===== src/rtl/ex_branch_pipe_if.sv =====
// Issue-side and result-side handshake bundle for the branch/jump execution unit.
interface ex_branch_pipe_if #(
  parameter int unsigned XLEN = 32
);
  logic            in_valid;
  logic            in_ready;
  logic [XLEN-1:0] pc_cur;
  logic [XLEN-1:0] pc_next;
  logic [4:0]      rd;
  logic [XLEN-1:0] rs1_data;
  logic [XLEN-1:0] rs2_data;
  logic [19:0]     imm_1231;
  logic [8:0]      inst_flags;
  logic            pred_taken;
  logic [XLEN-1:0] pred_target;

  logic            out_valid;
  logic            out_ready;
  logic [XLEN-1:0] pc_next_out;
  logic            jmp_en;
  logic            b_n_jmp;
  logic [4:0]      rd_out;
  logic [XLEN-1:0] rd_data_out;
  logic            rd_out_en;
  logic            mispredict;

  modport master (
    output in_valid, pc_cur, pc_next, rd, rs1_data, rs2_data, imm_1231,
           inst_flags, pred_taken, pred_target, out_ready,
    input  in_ready, out_valid, pc_next_out, jmp_en, b_n_jmp, rd_out,
           rd_data_out, rd_out_en, mispredict
  );

  modport slave (
    input  in_valid, pc_cur, pc_next, rd, rs1_data, rs2_data, imm_1231,
           inst_flags, pred_taken, pred_target, out_ready,
    output in_ready, out_valid, pc_next_out, jmp_en, b_n_jmp, rd_out,
           rd_data_out, rd_out_en, mispredict
  );
endinterface


===== src/rtl/ex_branch_pipe.sv =====
// Branch/jump/auipc resolution with one registered output stage, prediction
// check, 2-bit-counter branch history table and resolution statistics.
module ex_branch_pipe #(
  parameter int unsigned XLEN      = 32,
  parameter int unsigned BHT_IDX_W = 6
) (
  input  logic                 clk,
  input  logic                 rst,
  input  logic                 flush,
  ex_branch_pipe_if.slave      bus,
  input  logic [XLEN-1:0]      lk_pc,
  output logic                 lk_taken,
  output logic [31:0]          br_cnt,
  output logic [31:0]          misp_cnt
);
  localparam int unsigned BHT_N = 1 << BHT_IDX_W;

  logic [12:0]     off_b;
  logic [11:0]     off_i;
  logic [20:0]     off_j;
  logic [31:0]     off_u;
  logic [XLEN-1:0] imm_b, imm_i, imm_j, imm_u;
  logic [XLEN-1:0] jalr_sum;

  logic            is_cond, is_jump, cond;
  logic            n_jmp, n_bnj, n_en, n_misp;
  logic [XLEN-1:0] n_pc, n_data;
  logic [4:0]      n_rd;
  logic            accept;

  logic [1:0]      bht [BHT_N];
  logic [BHT_IDX_W-1:0] wr_idx, rd_idx;
  logic            unused_lk;

  assign off_b = {bus.imm_1231[19], bus.rd[0], bus.imm_1231[18:13], bus.rd[4:1], 1'b0};
  assign off_i = bus.imm_1231[19:8];
  assign off_j = {bus.imm_1231[19], bus.imm_1231[7:0], bus.imm_1231[8], bus.imm_1231[18:9], 1'b0};
  assign off_u = {bus.imm_1231, 12'b0};

  assign imm_b = XLEN'($signed(off_b));
  assign imm_i = XLEN'($signed(off_i));
  assign imm_j = XLEN'($signed(off_j));
  assign imm_u = XLEN'($signed(off_u));

  assign jalr_sum = bus.rs1_data + imm_i;

  assign bus.in_ready = (!bus.out_valid || bus.out_ready) && !flush;
  assign accept       = bus.in_valid && bus.in_ready;

  // Decode picks one instruction class by fixed priority, then branches and
  // jumps share the taken/link field assignment below the chain.
  always_comb begin
    is_cond = 1'b0;
    is_jump = 1'b0;
    cond    = 1'b0;
    n_pc    = bus.pc_next;
    n_jmp   = 1'b0;
    n_bnj   = 1'b0;
    n_rd    = '0;
    n_data  = '0;
    n_en    = 1'b0;
    n_misp  = 1'b0;

    if (bus.inst_flags[0]) begin
      is_cond = 1'b1;
      cond    = (bus.rs1_data == bus.rs2_data);
    end else if (bus.inst_flags[1]) begin
      is_cond = 1'b1;
      cond    = !($signed(bus.rs1_data) < $signed(bus.rs2_data));
    end else if (bus.inst_flags[2]) begin
      is_cond = 1'b1;
      cond    = !(bus.rs1_data < bus.rs2_data);
    end else if (bus.inst_flags[3]) begin
      is_cond = 1'b1;
      cond    = $signed(bus.rs1_data) < $signed(bus.rs2_data);
    end else if (bus.inst_flags[4]) begin
      is_cond = 1'b1;
      cond    = bus.rs1_data < bus.rs2_data;
    end else if (bus.inst_flags[5]) begin
      is_cond = 1'b1;
      cond    = (bus.rs1_data != bus.rs2_data);
    end else if (bus.inst_flags[6]) begin
      is_jump = 1'b1;
      n_pc    = {jalr_sum[XLEN-1:1], 1'b0};
    end else if (bus.inst_flags[7]) begin
      is_jump = 1'b1;
      n_pc    = bus.pc_cur + imm_j;
    end else if (bus.inst_flags[8]) begin
      n_rd    = bus.rd;
      n_data  = bus.pc_cur + imm_u;
      n_en    = 1'b1;
    end

    if (is_cond) begin
      n_jmp = cond;
      n_bnj = !cond;
      if (cond) n_pc = bus.pc_cur + imm_b;
    end
    if (is_jump) begin
      n_jmp  = 1'b1;
      n_rd   = bus.rd;
      n_data = bus.pc_next;
      n_en   = 1'b1;
    end

    // A bubble reports nothing; any real instruction is checked against the prediction.
    if (|bus.inst_flags)
      n_misp = (n_jmp != bus.pred_taken) ||
               (n_jmp && bus.pred_taken && (n_pc != bus.pred_target));
  end

  always_ff @(posedge clk or negedge rst) begin
    if (!rst) begin
      bus.out_valid   <= 1'b0;
      bus.pc_next_out <= '0;
      bus.jmp_en      <= 1'b0;
      bus.b_n_jmp     <= 1'b0;
      bus.rd_out      <= '0;
      bus.rd_data_out <= '0;
      bus.rd_out_en   <= 1'b0;
      bus.mispredict  <= 1'b0;
    end else if (flush) begin
      bus.out_valid   <= 1'b0;
    end else if (accept) begin
      bus.out_valid   <= 1'b1;
      bus.pc_next_out <= n_pc;
      bus.jmp_en      <= n_jmp;
      bus.b_n_jmp     <= n_bnj;
      bus.rd_out      <= n_rd;
      bus.rd_data_out <= n_data;
      bus.rd_out_en   <= n_en;
      bus.mispredict  <= n_misp;
    end else if (bus.out_ready) begin
      bus.out_valid   <= 1'b0;
    end
  end

  always_ff @(posedge clk or negedge rst) begin
    if (!rst) begin
      br_cnt   <= '0;
      misp_cnt <= '0;
    end else if (accept && (is_cond || is_jump)) begin
      br_cnt <= br_cnt + 32'd1;
      if (n_misp) misp_cnt <= misp_cnt + 32'd1;
    end
  end

  assign wr_idx = bus.pc_cur[BHT_IDX_W+1:2];
  assign rd_idx = lk_pc[BHT_IDX_W+1:2];

  always_ff @(posedge clk or negedge rst) begin
    if (!rst) begin
      for (int unsigned i = 0; i < BHT_N; i++) bht[i] <= 2'b01;
    end else if (accept && is_cond) begin
      if (cond && (bht[wr_idx] != 2'b11))
        bht[wr_idx] <= bht[wr_idx] + 2'b01;
      else if (!cond && (bht[wr_idx] != 2'b00))
        bht[wr_idx] <= bht[wr_idx] - 2'b01;
    end
  end

  // Read straight from the table, so a same-cycle update shows up one cycle later.
  assign lk_taken  = bht[rd_idx][1];
  assign unused_lk = ^{lk_pc[1:0], lk_pc[XLEN-1:BHT_IDX_W+2]};

endmodule


===== src/flat_wrapper.sv =====
// flat-port wrapper written by rule: the top's interface ports become plain ports
module ex_branch_pipe_flat 
#(
  parameter int unsigned XLEN      = 32,
  parameter int unsigned BHT_IDX_W = 6
)
  (clk, rst, flush, lk_pc, lk_taken, br_cnt, misp_cnt, bus_in_valid, bus_pc_cur, bus_pc_next, bus_rd, bus_rs1_data, bus_rs2_data, bus_imm_1231, bus_inst_flags, bus_pred_taken, bus_pred_target, bus_out_ready, bus_in_ready, bus_out_valid, bus_pc_next_out, bus_jmp_en, bus_b_n_jmp, bus_rd_out, bus_rd_data_out, bus_rd_out_en, bus_mispredict);
  ex_branch_pipe_if #(.XLEN(XLEN)) bus_i ();
  input  logic clk;
  input  logic rst;
  input  logic flush;
  input  logic [XLEN-1:0] lk_pc;
  output logic lk_taken;
  output logic [31:0] br_cnt;
  output logic [31:0] misp_cnt;
  input wire logic [$bits(bus_i.in_valid)-1:0] bus_in_valid;
  input wire logic [$bits(bus_i.pc_cur)-1:0] bus_pc_cur;
  input wire logic [$bits(bus_i.pc_next)-1:0] bus_pc_next;
  input wire logic [$bits(bus_i.rd)-1:0] bus_rd;
  input wire logic [$bits(bus_i.rs1_data)-1:0] bus_rs1_data;
  input wire logic [$bits(bus_i.rs2_data)-1:0] bus_rs2_data;
  input wire logic [$bits(bus_i.imm_1231)-1:0] bus_imm_1231;
  input wire logic [$bits(bus_i.inst_flags)-1:0] bus_inst_flags;
  input wire logic [$bits(bus_i.pred_taken)-1:0] bus_pred_taken;
  input wire logic [$bits(bus_i.pred_target)-1:0] bus_pred_target;
  input wire logic [$bits(bus_i.out_ready)-1:0] bus_out_ready;
  output wire logic [$bits(bus_i.in_ready)-1:0] bus_in_ready;
  output wire logic [$bits(bus_i.out_valid)-1:0] bus_out_valid;
  output wire logic [$bits(bus_i.pc_next_out)-1:0] bus_pc_next_out;
  output wire logic [$bits(bus_i.jmp_en)-1:0] bus_jmp_en;
  output wire logic [$bits(bus_i.b_n_jmp)-1:0] bus_b_n_jmp;
  output wire logic [$bits(bus_i.rd_out)-1:0] bus_rd_out;
  output wire logic [$bits(bus_i.rd_data_out)-1:0] bus_rd_data_out;
  output wire logic [$bits(bus_i.rd_out_en)-1:0] bus_rd_out_en;
  output wire logic [$bits(bus_i.mispredict)-1:0] bus_mispredict;
  assign bus_i.in_valid = bus_in_valid;
  assign bus_i.pc_cur = bus_pc_cur;
  assign bus_i.pc_next = bus_pc_next;
  assign bus_i.rd = bus_rd;
  assign bus_i.rs1_data = bus_rs1_data;
  assign bus_i.rs2_data = bus_rs2_data;
  assign bus_i.imm_1231 = bus_imm_1231;
  assign bus_i.inst_flags = bus_inst_flags;
  assign bus_i.pred_taken = bus_pred_taken;
  assign bus_i.pred_target = bus_pred_target;
  assign bus_i.out_ready = bus_out_ready;
  assign bus_in_ready = bus_i.in_ready;
  assign bus_out_valid = bus_i.out_valid;
  assign bus_pc_next_out = bus_i.pc_next_out;
  assign bus_jmp_en = bus_i.jmp_en;
  assign bus_b_n_jmp = bus_i.b_n_jmp;
  assign bus_rd_out = bus_i.rd_out;
  assign bus_rd_data_out = bus_i.rd_data_out;
  assign bus_rd_out_en = bus_i.rd_out_en;
  assign bus_mispredict = bus_i.mispredict;
  ex_branch_pipe #(.XLEN(XLEN), .BHT_IDX_W(BHT_IDX_W)) u_core (.clk(clk), .rst(rst), .flush(flush), .bus(bus_i), .lk_pc(lk_pc), .lk_taken(lk_taken), .br_cnt(br_cnt), .misp_cnt(misp_cnt));
endmodule

===== config.mk =====
export PLATFORM = sky130hd
export DESIGN_NAME = ex_branch_pipe_flat
export DESIGN_NICKNAME = d
export VERILOG_FILES = /design/src/rtl/ex_branch_pipe_if.sv /design/src/rtl/ex_branch_pipe.sv /design/src/flat_wrapper.sv
export SDC_FILE = /design/constraint.sdc
export NUM_CORES = 1
export LEC_CHECK = 0
export ABC_CLOCK_PERIOD_IN_PS = 3400
export BUFFER_PORTS_ARGS = -buffer_cell sky130_fd_sc_hd__buf_2
export CAP_MARGIN = 20
export CORE_MARGIN = 1
export CORE_UTILIZATION = 52
export CTS_CLUSTER_SIZE = 40
export DETAILED_ROUTE_END_ITERATION = 10
export PLACE_DENSITY = 0.86
export SYNTH_ARGS = -nofsm -noshare
export SYNTH_HDL_FRONTEND = slang
export SYNTH_SLANG_ARGS = --single-unit

===== constraint.sdc =====
create_clock -name clk -period 3.4 [get_ports clk]
set_clock_uncertainty 0.2 [all_clocks]
set_input_delay 0.34 -clock clk [delete_from_list [all_inputs] [get_ports clk]]
set_output_delay 0.34 -clock clk [all_outputs]
set_load 0.1 [all_outputs]

==> results.cfg <==
[outcome]
status = finished with violations
violations = setup timing

[final_layout]
final_cell_count_no_fill = 3654
final_net_count = 3470
syn_to_final_growth_pct = 45.74
n_fill_cell = 2498
share_of_layout_cells_above_drive_strength_1 = 0.4364
multi_input_comb_area_mm2 = 0.01348
ff_latch_area_mm2 = 0.006738

[worst_setup_path]
critical-path-slowest-cell = sky130_fd_sc_hd__o41a_4
cp_slowest_stage_delay_ns = 0.54
critical_path.cell_chain = buf_8 -> ha_4 -> a21o_1 -> a21o_1 -> a22o_1 -> o41a_4 -> nor2_4 -> mux2i_4 -> a41oi_4 -> buf_4 -> buf_4 -> or4b_1 -> a2bb2oi_1 -> o2111a_1 -> nor4b_4 -> nand4_1 -> nor2_4 -> buf_6 -> buf_12 -> nor4_1 -> xor2_1
crit_fanout = 10
critical_path_required_ns = 3.63
criticalPathCategory = in -> reg
crit_path_end_kind = flip-flop
crit_path_start_kind = primary input
crit_arrival_ns = 5.10

[timing]
fin_crit_sh = 1.433
final_critical_path_setup_slack_ns = -1.472
grt_setup_unrepaired = true
final_report_hold_violation_count = 0
report.final.slew_viol_count = 0
final_period_minus_worst_setup_slack_ns = 4.872
slew_headroom = 0.3868
worstMarginPinSlew_ns = 0.9199
report.final.setup_viol = 174
timing.fmax_mhz = 205.3

[yosys]
synth.yosys.warnings = 0
post_synth.cell_area_avg_um2 = 8.991
post_synthesis_cell_area_mm2 = 0.01992
synth-main-ff-cell = sky130_fd_sc_hd__dfrtp_1
async_flop_share = 1.000
most_frequent_cell_after_synthesis = sky130_fd_sc_hd__nand2_1
postSynthCellCount = 2216
netlist.area_leader.share = 0.2537
sequential_fraction_of_the_synthesis_area = 0.3381
synth-seq-cells = 266
leading_cell_types_by_total_area_after_synthesis = sky130_fd_sc_hd__dfrtp_1, sky130_fd_sc_hd__dfstp_2, sky130_fd_sc_hd__ha_1
netlist.top_cell.by_area = sky130_fd_sc_hd__dfrtp_1
synth_nets = 2573
synthTopCellsByCount = sky130_fd_sc_hd__nand2_1, sky130_fd_sc_hd__nor2_1, sky130_fd_sc_hd__dfrtp_1
synth_edf_count = 0
synthDistinctLibCells = 96

[clock_network]
ctsLongestPathBuffers = 3
tritoncts_num_sinks = 266
cts_root_buf = sky130_fd_sc_hd__clkbuf_16
insertion_delay_ns = 0.57
cts_tree = yes
clk_pin_slew_ns = 0.07
cts_bufs_inserted = 28
cts.htree.levels = 1

[route]
drt_pass1_iterations = 5
drc = 0
drt-initial-drc-count = 2417
wirelength_mm = 91.19
detail-route-antenna-nets = 0
vias_per_cell = 6.332
wl_per_cell_um = 24.95
route.vias.total = 23140

[die]
initial_utilization = 0.5290
floorplan.die.width_um = 197.7
io_pins = 372
core_footprint_mm2 = 0.03767
chipHeight_um = 197.7
floorplan.die_area_mm2 = 0.03910
placement_rows = 71

[placement]
count_of_input_and_output_buffers = 345
pre_cts_ws_ns = -1.970
placedCellCount = 3550
dp_hpwl_mm = 68.70
gp_congestion = 1.052

[flow_run]
drv.max_cap_violation_count = 0

[power_and_ir_drop]
power_w = 0.01273
p_per_area_mw_per_mm2 = 438.5
max-vdd-ir-drop_mv = 0.4506
cellLeakagePower_nw = 13.92

[grt]
number_of_antenna_violations_at_the_first_check_in_global_routing = 11
grt_start_max_net_pins = 100
grtUsageTotal = 0.4557
grt_overflow_total = 0
grt_pass1_vias = 22910
first_pass_grt_wire_length_mm = 134.6

[hold_path]
min_path_type = in -> reg
through the flow:
| stage | hold slack [ns] | setup TNS (ns) | area [µm²] | util |
|---|---|---|---|---|
| 2_1_floorplan | -0.1556 | -115.43 | 20540 | - |
| 3_3_place_gp | 0.2227 | -221.68 | 27050 | 0.7182 |
| 3_5_place_dp | 0.2268 | -221.09 | 27050 | 0.7182 |
| 4_1_cts | 0.008599 | -95.10 | 28500 | 0.7567 |
| 5_1_grt | 0.03799 | -141.04 | 29030 | 0.7707 |
| 6_report | 0.03165 | -124.94 | 29040 | 0.7709 |
metal layers:
layer	vias to the layer above	share of wire	track usage
met5	-	0.00060	0
met4	8	0.068	0.2647
met3	422	0.11	0.1252
met2	1585	0.44	0.7096
met1	11130	0.37	0.5672
li1	9996	-	-
final cells by class:
cell class	instances	area share
Antenna cell	8	0.0006894
Clock buffer	36	0.02659
Clock inverter	16	0.006162
Inverter	81	0.01099
Multi-Input combinational cell	1760	0.4643
Sequential cell	266	0.2320
Tap cell	511	0.02202
Timing Repair Buffer	976	0.2373
worst max-delay path: cells and delay by family:
| kind | cells | cell delay (ns) |
|---|---|---|
| xor+xnor | 1 | 0.15 |
| mux | 1 | 0.32 |
| fa+ha+maj | 1 | 0.23 |
| buf+inv | 5 | 0.78 |
| simple gates | 6 | 1.41 |
| compound gates | 7 | 1.86 |
path summary, 6_finish.rpt:
path                             startpoint                    endpoint  slack, ns  cells past startpoint
max reg2reg                       flip-flop              u_core.bht[53]      -0.42                     15
max                        bus_rs1_data[13]          u_core.misp_cnt[9]      -1.47                     21
min reg2reg                       flip-flop                   flip-flop       0.26                      2
max in group asynchronous               rst  asynchronous set/reset pin       1.82                      3
min in group asynchronous               rst              u_core.bht[69]       0.20                      2
min                           bus_pc_cur[0]   u_core.bus.pc_next_out[0]       0.03                      3
timing repair:
action	CTS	global route
setup endpoints to repair	172	188
hold buffers	32	0
hold endpoints to repair	82	0
gates resized for setup	21	108
cloned	1	1
pin swaps	8	35
setup buffers	6	6
cell families after synthesis:
group,after synthesis,synth area share
flip-flops,266,0.3381
XOR/XNOR,166,0.07297
AO/OA/AOI/OAI,600,0.2054
AND/OR/NAND/NOR,725,0.1726
multiplexers,144,0.09307
buffers and inverters,190,0.03793
adder cells (fa/ha/maj),125,0.08001
where the power goes:
part | switching [W] | internal [W] | leakage, nW
logic | 0.00374 | 0.00193 | 10.1
registers | 0.000305 | 0.00354 | 3.33
clock network | 0.00136 | 0.00185 | 0.469
placed cells by master, fill, tap and decap left out, types with 30 or more instances in the layout:
cell type | synthesis | final
sky130_fd_sc_hd__o22ai_1 | 41 | 41
sky130_fd_sc_hd__nor2_4 | 1 | 46
sky130_fd_sc_hd__mux2_2 | 108 | 108
sky130_fd_sc_hd__nand2_1 | 221 | 209
sky130_fd_sc_hd__nor2_1 | 218 | 170
sky130_fd_sc_hd__inv_1 | 81 | 75
sky130_fd_sc_hd__buf_2 | 10 | 339
sky130_fd_sc_hd__o21ai_0 | 129 | 104
sky130_fd_sc_hd__a21oi_1 | 112 | 104
sky130_fd_sc_hd__xor2_1 | 64 | 63
sky130_fd_sc_hd__nand3_1 | 70 | 66
sky130_fd_sc_hd__dlygate4sd3_1 | 0 | 32
sky130_fd_sc_hd__ha_1 | 121 | 110
sky130_fd_sc_hd__a21o_1 | 48 | 48
sky130_fd_sc_hd__buf_4 | 4 | 567
sky130_fd_sc_hd__clkbuf_16 | 0 | 30
sky130_fd_sc_hd__a221oi_1 | 44 | 41
sky130_fd_sc_hd__dfstp_2 | 64 | 64
sky130_fd_sc_hd__xnor2_1 | 102 | 100
sky130_fd_sc_hd__dfrtp_1 | 202 | 201
sky130_fd_sc_hd__a22oi_1 | 32 | 31
Note: power is estimated with default switching activity, not from simulation.
